**src/rtl/lsu_pkg.sv**
```systemverilog
// lsu_pkg -- shared types and constants for the load/store unit.
//   lsu_state_t     : FSM states IDLE / ACCESS / MERGE / RESP
//   LSU_WORD_BYTES  : bytes per data word (4)
//   LSU_LANE_W      : width of a byte-lane select
//   LSU_DATA_W      : data word width in bits (32)
//   LANE_B0..B3     : little-endian lane selects (lane 0 = bits [7:0])
//   word_misaligned : true for a word access whose byte offset is non-zero
package lsu_pkg;

  typedef enum logic [1:0] {
    IDLE   = 2'd0,
    ACCESS = 2'd1,
    MERGE  = 2'd2,
    RESP   = 2'd3
  } lsu_state_t;

  localparam int LSU_WORD_BYTES = 4;
  localparam int LSU_LANE_W     = 2;
  localparam int LSU_DATA_W     = LSU_WORD_BYTES * 8;

  localparam logic [LSU_LANE_W-1:0] LANE_B0 = 2'd0;
  localparam logic [LSU_LANE_W-1:0] LANE_B1 = 2'd1;
  localparam logic [LSU_LANE_W-1:0] LANE_B2 = 2'd2;
  localparam logic [LSU_LANE_W-1:0] LANE_B3 = 2'd3;

  function automatic logic word_misaligned(input logic byte_acc,
                                           input logic [LSU_LANE_W-1:0] lane);
    return !byte_acc && (lane != LANE_B0);
  endfunction

endpackage

```
**src/rtl/lsu_byte_lane.sv**
```systemverilog
// lsu_byte_lane -- combinational byte-lane helper.
//   word_in   in  : source word
//   lane      in  : byte lane (little-endian, lane 0 = bits [7:0])
//   byte_in   in  : byte to insert for the merge path
//   ext_out   out : selected lane of word_in, zero-extended
//   merge_out out : word_in with the selected lane replaced by byte_in
module lsu_byte_lane
  import lsu_pkg::*;
(
  input  logic [LSU_DATA_W-1:0] word_in,
  input  logic [LSU_LANE_W-1:0] lane,
  input  logic [7:0]            byte_in,
  output logic [LSU_DATA_W-1:0] ext_out,
  output logic [LSU_DATA_W-1:0] merge_out
);

  logic [7:0] lane_byte;

  assign lane_byte = word_in[{lane, 3'b000} +: 8];
  assign ext_out   = {{(LSU_DATA_W-8){1'b0}}, lane_byte};

  genvar gi;
  generate
    for (gi = 0; gi < LSU_WORD_BYTES; gi++) begin : g_lane
      assign merge_out[gi*8 +: 8] = (lane == LSU_LANE_W'(gi)) ? byte_in
                                                               : word_in[gi*8 +: 8];
    end
  endgenerate

endmodule

```
**src/rtl/load_store_unit.sv**
```systemverilog
// load_store_unit -- memory-access stage between execute and data_mem.
// Takes one load/store at a time over a valid/ready request, performs word
// or byte accesses (byte stores by read-modify-write) and reports completion
// with a one-cycle resp_valid pulse.
//   clk, reset              : clock, synchronous active-high reset
//   req_valid/req_ready     : request handshake (ready only when idle)
//   req_write, req_byte     : store/load, byte/word
//   req_addr, req_wdata     : byte address, store data (byte store uses [7:0])
//   resp_valid, resp_rdata, resp_err : completion pulse, load data, error
//   mem_wen, mem_addr, mem_wdata, mem_rdata : data_mem port (comb. read)
// Build option: define LSU_RANGE_CHECK_EN to reject any address whose bits
// above the memory range are non-zero; otherwise such addresses wrap.
module load_store_unit
  import lsu_pkg::*;
#(
  parameter int ADDR_W = 6,
  parameter int DATA_W = 32
) (
  input  logic              clk,
  input  logic              reset,
  input  logic              req_valid,
  output logic              req_ready,
  input  logic              req_write,
  input  logic              req_byte,
  input  logic [31:0]       req_addr,
  input  logic [DATA_W-1:0] req_wdata,
  output logic              resp_valid,
  output logic [DATA_W-1:0] resp_rdata,
  output logic              resp_err,
  output logic              mem_wen,
  output logic [ADDR_W-1:0] mem_addr,
  output logic [DATA_W-1:0] mem_wdata,
  input  logic [DATA_W-1:0] mem_rdata
);

  lsu_state_t              state_reg, state_next;
  logic                    write_reg, byte_reg, err_reg;
  logic [ADDR_W-1:0]       idx_reg;
  logic [LSU_LANE_W-1:0]   lane_reg;
  logic [DATA_W-1:0]       wdata_reg, cap_reg, rdata_reg;
  logic                    wen_raw;
  logic                    req_err;
  logic [DATA_W-1:0]       lane_word, lane_ext, lane_merge;

`ifdef LSU_RANGE_CHECK_EN
  assign req_err = word_misaligned(req_byte, req_addr[1:0]) ||
                   (|req_addr[31:ADDR_W+2]);
`else
  // Upper address bits deliberately wrap; they take no part in the access.
  logic unused_upper;
  assign unused_upper = |req_addr[31:ADDR_W+2];
  assign req_err      = word_misaligned(req_byte, req_addr[1:0]);
`endif

  // One lane helper serves both paths: extract from the live read data in
  // ACCESS, merge into the captured word in MERGE.
  assign lane_word = (state_reg == MERGE) ? cap_reg : mem_rdata;

  lsu_byte_lane u_byte_lane (
    .word_in   (lane_word),
    .lane      (lane_reg),
    .byte_in   (wdata_reg[7:0]),
    .ext_out   (lane_ext),
    .merge_out (lane_merge)
  );

  always_ff @(posedge clk) begin
    if (reset) begin
      state_reg <= IDLE;
      write_reg <= 1'b0;
      byte_reg  <= 1'b0;
      idx_reg   <= '0;
      lane_reg  <= '0;
      wdata_reg <= '0;
      cap_reg   <= '0;
      rdata_reg <= '0;
      err_reg   <= 1'b0;
    end else begin
      state_reg <= state_next;
      case (state_reg)
        IDLE: begin
          if (req_valid) begin
            write_reg <= req_write;
            byte_reg  <= req_byte;
            idx_reg   <= req_addr[ADDR_W+1:2];
            lane_reg  <= req_addr[1:0];
            wdata_reg <= req_wdata;
            if (req_err) begin
              rdata_reg <= '0;
              err_reg   <= 1'b1;
            end
          end
        end
        ACCESS: begin
          if (!write_reg) begin
            rdata_reg <= byte_reg ? lane_ext : mem_rdata;
            err_reg   <= 1'b0;
          end else if (!byte_reg) begin
            rdata_reg <= '0;
            err_reg   <= 1'b0;
          end else begin
            cap_reg   <= mem_rdata;
          end
        end
        MERGE: begin
          rdata_reg <= '0;
          err_reg   <= 1'b0;
        end
        default: ;
      endcase
    end
  end

  always_comb begin
    state_next = state_reg;
    wen_raw    = 1'b0;
    mem_wdata  = '0;
    case (state_reg)
      IDLE: begin
        if (req_valid) state_next = req_err ? RESP : ACCESS;
      end
      ACCESS: begin
        if (write_reg && byte_reg) begin
          state_next = MERGE;
        end else begin
          state_next = RESP;
          if (write_reg) begin
            wen_raw   = 1'b1;
            mem_wdata = wdata_reg;
          end
        end
      end
      MERGE: begin
        wen_raw    = 1'b1;
        mem_wdata  = lane_merge;
        state_next = RESP;
      end
      RESP:    state_next = IDLE;
      default: state_next = IDLE;
    endcase
  end

  // A reset landing mid-operation must not let the pending write through.
  assign mem_wen    = wen_raw & ~reset;
  assign mem_addr   = idx_reg;
  assign req_ready  = (state_reg == IDLE);
  assign resp_valid = (state_reg == RESP);
  assign resp_rdata = rdata_reg;
  assign resp_err   = err_reg;

endmodule

```
**config.mk**
```make
export PLATFORM = sky130hd
export DESIGN_NAME = load_store_unit
export DESIGN_NICKNAME = d
export VERILOG_FILES = /design/src/rtl/lsu_pkg.sv /design/src/rtl/lsu_byte_lane.sv /design/src/rtl/load_store_unit.sv
export SDC_FILE = /design/constraint.sdc
export NUM_CORES = 1
export LEC_CHECK = 0
export CAP_MARGIN = 20
export CORE_MARGIN = 2
export CORE_UTILIZATION = 50
export DETAILED_ROUTE_END_ITERATION = 12
export GPL_ROUTABILITY_DRIVEN = 1
export HOLD_SLACK_MARGIN = 0.02
export PLACE_DENSITY_LB_ADDON = 0.25
export SYNTH_ARGS = -nofsm -noshare
export SYNTH_HDL_FRONTEND = slang
export SYNTH_SLANG_ARGS = --single-unit
```
**constraint.sdc**
```tcl
create_clock -name clk -period 2.9 [get_ports clk]
set_input_delay 0.58 -clock clk [delete_from_list [all_inputs] [get_ports clk]]
set_output_delay 0.58 -clock clk [all_outputs]
set_load 0.005 [all_outputs]
```
---- Word level (Yosys, flattened, before mapping) ----
Cells that the tools add are included.
storage, ports and cells
  logic and storage cells ................. 57
  bits of input ports ..................... 101
  output and inout port bits .............. 74
  register bits ........................... 109
cells by class
  shifts and indexed selects .............. 1
  mux-type cells .......................... 26
  reduce and logical (&&, ||, !) cells .... 10
  equality and inequality tests ........... 9
  bitwise operators ....................... 2
operator list
  operator              number
  $mux W32              8
  $pmux W32 S3          1
  $pmux W32 S2          1
  $mux W8               4
  $shiftx A32 B6 Y8     1
  $eq A2 B2 Y1 const B  4
  $pmux W2 S4           1
  $mux W1               7
  $eq A2 B1 Y1 const B  2
  $logic_not A2 Y1      2
  $mux W2               2
  $reduce_and A4 Y1     1
  $ne A3 B3 Y1 const B  1
  $pmux W1 S3           1
  $reduce_and A3 Y1     1
  $reduce_bool A3 Y1    1
  $logic_and A1 B1 Y1   2
  $ne A2 B1 Y1 const B  1
  $ne A2 B2 Y1 const B  1
  $pmux W1 S2           1
  $reduce_and A2 Y1     1
  $reduce_bool A2 Y1    1
  $and A1 B1 Y1         1
  $logic_not A1 Y1      1
  $not A1 Y1            1

---- Logic depth before layout (Yosys ltp) ----
Gate-level depths: netlist of run 1.
  word-level depth ........................ 6
  gate-level depth with buffers ........... 8
  gate-level depth less buffers ........... 6

---- Modules after synthesis ----
Synthesis of run 1 repeated with hierarchy kept, for this count alone.
second synthesis, totals
  cell total of the unflattened synthesis .. 712
  area, all modules ....................... 6183.4 µm²
modules (own cells, without submodules)
  module           seq. area each (µm²)  cells an instance  instances  area each (µm²)
  load_store_unit  2182.1                639                1          5373.9
  lsu_byte_lane    0.0                   73                 1          809.5

---- Worst setup path after synthesis of run 1 ----
Ideal clock, no wire load.
  path type ............................... register -> output
  start point ............................. reg state_reg[1]
  end point ............................... out mem_wdata[22]
  slack ................................... 857 ps
  cell stages (with the launch flop) ...... 8
  data required time ...................... 2320 ps
  buffers on the path ..................... 2
  arrival ................................. 1463 ps
  cells stage by stage .................... dfxtp_1 -> inv_1 -> ha_1 -> and3b_1 -> buf_2 -> clkbuf_1 -> a22oi_1 -> nor2_1
on the way
  longest elaborated chain between the ends .. 4
RTL lines
  what                    RTL line                                       text
  start, declared         load_store_unit.sv:36                          lsu_state_t state_reg, state_next;
  start signal, assigned  load_store_unit.sv:79                          state_reg <= state_next;
  $eq A2 B2 Y1            load_store_unit.sv:57, load_store_unit.sv:118
  $mux W32                load_store_unit.sv:57                          assign lane_word = (state_reg == MERGE) ? cap_reg : mem_rdata;
  $mux W8                 lsu_byte_lane.sv:25                            assign merge_out[gi*8 +: 8] = (lane == LSU_LANE_W'(gi)) ? byte_in
  $pmux W32 S2 (*)        load_store_unit.sv:118                         case (state_reg)
  end, declared           load_store_unit.sv:32                          output logic [DATA_W-1:0] mem_wdata,
Every way passes the cells marked *; elsewhere a longest branch is shown, timed or not.

---- Worst setup path after layout of run 1 ----
  start point ............................. reg state_reg[1]
  end point ............................... out mem_wdata[24]
The elaborated chain is that of the path after synthesis.

==> qor.csv, run 1 <==
stage;metric;value;unit
outcome;status;finished, final reports clean;
clock_tree;htree_num_levels;3;
power;max-vdd-ir-drop;0.549;mV
finish;nFillCells;804;
clock_tree;tritoncts;yes;
sta;finalSetupViolations;0;
yosys;syn_area;5350;µm²
finish;seqCellArea;2190;µm²
drt;first_pass_iters;5;
global_routing;antenna_found_initial;0;
floorplan;initial_core_util;51.6;%
worst_setup_path;worstPathMaxFanout;25;
global_routing;overflow;0;
finish;multi_input_area;2900;µm²
sta;rsz0062_at_grt;false;
yosys;synth_top_area_cell;dfxtp_1;
worst_setup_path;critPathRequiredTime;2320;ps
yosys;yosys.area.top_type_share;40.8;%
floorplan;die_h;107;µm
finish;fin_cells;892;
yosys;avgSynthCellArea;8.50;µm²
drt;drtIter0Drc;379;
yosys;syn_nets;736;
finish;drive_above_1_share;11.2;%
global_routing;grt_pass1_wl;25.3;mm
worst_setup_path;cpLargestDelayFamily;buffers and inverters;
yosys;ys_seq_elements;109;
power;p_leak;2.47;nW
global_routing;grt_pass1_vias;4847;
clock_tree;cts_made_buffers;9;
finish;design_area;7180;µm²
sta;relSlewSlack;41.9;%
yosys;yosys_warnings;0;
clock_tree;clk_latency;380;ps
power;finalPower;4.95;mW
placement;dpl_worst_slack;100;ps
sta;finalMaxSlewViolations;0;
sta;fin_ws;84.9;ps
worst_setup_path;cp_num_buf_inv;3;
floorplan;num_io_pins;175;
finish;antenna_cells;0;
global_routing;grt_use_total;28.0;%
floorplan;die_area;11600;µm²
placement;routabilityCongestion;0.985;
drt;wl_per_cell;18.4;µm
clock_tree;cts_root_buf;clkbuf_8;
run;max_cap_violations;0;
min_path;hp-class;reg -> reg;
yosys;ys.flop_type;dfxtp_1;
drt;vias;5328;
yosys;async_reset_ff_share;0;%
sta;tightest_slew;872;ps
placement;hpwl;11.8;mm
floorplan;die_w;107;µm
sta;finalHoldViolCount;0;
clock_tree;path_clk_slew;100;ps
worst_setup_path;cpPeakStageDelay;530;ps
worst_setup_path;crit_type;reg -> out;
global_routing;grt_max_degree;62;
sta;period_minus_slack;2820;ps
yosys;synth.distinct_cells;43;
clock_tree;clockBufferDepth;2;
worst_setup_path;arrival;2240;ps
finish;areaGrowthSynthToFinish;34.1;%
yosys;synth_edf_count;0;
floorplan;row_count;37;
sta;finClkSkew;13.8;ps
sta;fin_crit_sh;97.1;%
drt;vias_per_cell;5.97;
drt;drtAntennaViolNets;0;
power;power_density;690;nW/µm²
placement;postPlaceCellArea;6860;µm²
drt;drt_wl_total;16.4;mm
drt;drc;0;
worst_setup_path;crit_chain;inv_2 -> ha_4 -> and3b_2 -> buf_12 -> a22oi_1 -> nor2_1 -> clkdlybuf4s50_1;
clock_tree;cts.sinks;109;
worst_setup_path;critPathCaptureType;output pin;
placement;io_buffers;150;
sta;setup_tns;0;ps
yosys;yosys-top-cells-area;dfxtp_1 41%, nand2_1 11%, a21oi_1 9.3%, mux2_2 5.0%, mux4_2 4.6%;
floorplan;core;10400;µm²
sta;fmax;0.355;GHz
placement;dp.cells;875;
finish;final_nets;857;
worst_setup_path;critPathLaunchType;flop;
yosys;synthCells;630;
worst_setup_path;cp_slowest_cell;clkdlybuf4s50_1;
yosys;ys_seq_area_share;40.8;%
==> cells by family after synthesis <==
group,after synthesis,share of synthesized area (%)
AOI/OAI and AO/OA,174,19.1
DFF,109,40.8
adders and majority gates,5,1.17
muxes,49,13.8
and+or+nand+nor,232,19.1
buffers and inverters,61,6.10
==> path summary, 6_finish.rpt <==
path | start | to | slack (ps) | cells past startpoint
hold / removal | mem_addr[0] | mem_addr[0] | 460 | 2
hold reg to reg | mem_addr[0] | mem_addr[0] | 460 | 2
setup reg to reg | state_reg[0] | resp_rdata[4] | 540 | 7
setup / recovery | state_reg[1] | mem_wdata[24] | 80 | 7
==> synth_stat cells, types with 2 or more instances <==
master	instances
nand2b_1	3
a21oi_1	100
nand4_1	23
o21ai_0	12
mux2i_1	9
nor4_1	8
mux2_2	24
o21ai_1	12
a22oi_1	32
a221o_1	8
inv_1	3
nand3_1	2
dfxtp_1	109
mux4_1	5
nor2b_1	2
clkbuf_8	5
mux4_2	11
buf_6	2
buf_1	2
clkbuf_1	42
o21bai_1	2
nand2_1	151
buf_2	4
nor2_1	35
ha_1	5
o21a_1	2
==> layout make-up <==
type                    instances  area share, %
flip-flops and latches        109           30.5
clock buffers                  11           1.97
inverters                       4          0.209
repair buffers                167           23.1
clock inverters                 5           1.48
multi-input cells             460           40.4
well taps                     136           2.37
==> routing by layer <==
| metal | vias to the layer above | GRT usage [%] | wire (µm) |
|---|---|---|---|
| li1 | 2478 | - | - |
| met1 | 2548 | 36.2 | 6540 |
| met2 | 270 | 47.0 | 8030 |
| met3 | 32 | 5.75 | 1440 |
| met4 | 0 | 8.33 | 390 |
| met5 | - | 0 | 0 |
==> tightest hold or removal path: cells and delay by family (launching register included) <==
| kind | cells | cell delay [ps] |
|---|---|---|
| flip-flops | 1 | 320 |
| AND/OR/NAND/NOR | 1 | 50 |
| AO/OA/AOI/OAI | 1 | 50 |
==> cell usage in the layout (no fill, tap or decap), types with 2 or more instances in the layout <==
cell type and instances:
a21oi_1 100, a221o_1 8, a22oi_1 32, buf_12 2, buf_4 16, bufinv_16 3, clkbuf_8 10, clkdlybuf4s50_1 146
dfxtp_1 107, dlymetal6s2s_1 3, ha_1 3, ha_4 2, inv_2 2, mux2_2 24, mux2i_1 9, mux4_1 5
mux4_2 11, nand2_1 151, nand2b_1 2, nand3_1 2, nand4_1 23, nor2_1 34, nor4_1 8, o21a_1 2
o21ai_0 12, o21ai_1 12, o21bai_1 2
==> stage by stage <==
stage          utilization [%]  hold slack, ps
2_1_floorplan                -             437
3_3_place_gp              66.1             442
3_5_place_dp              66.1             449
4_1_cts                   69.0             462
5_1_grt                   69.3             480
6_report                  69.3             460
==> power breakdown <==
part | switching, mW | internal (mW)
sequential | 0.149 | 1.69
clock | 0.525 | 0.601
combinational | 1.14 | 0.845
total | 1.81 | 3.14
==> timing repair <==
item                       in CTS  in global routing
setup endpoints to repair      33                 15
hold buffers                    0                  0
resized for setup              12                  8
buffers inserted                0                  1
pin swaps                       1                  0
(Power assumes the default switching activity.)
==> inputs of run 2 (changes only) <==
CTS_CLUSTER_SIZE = 28   (was not set)
==> results of run 2 <==
No change in the layout: final DEF, timing and power equal those of run 1.
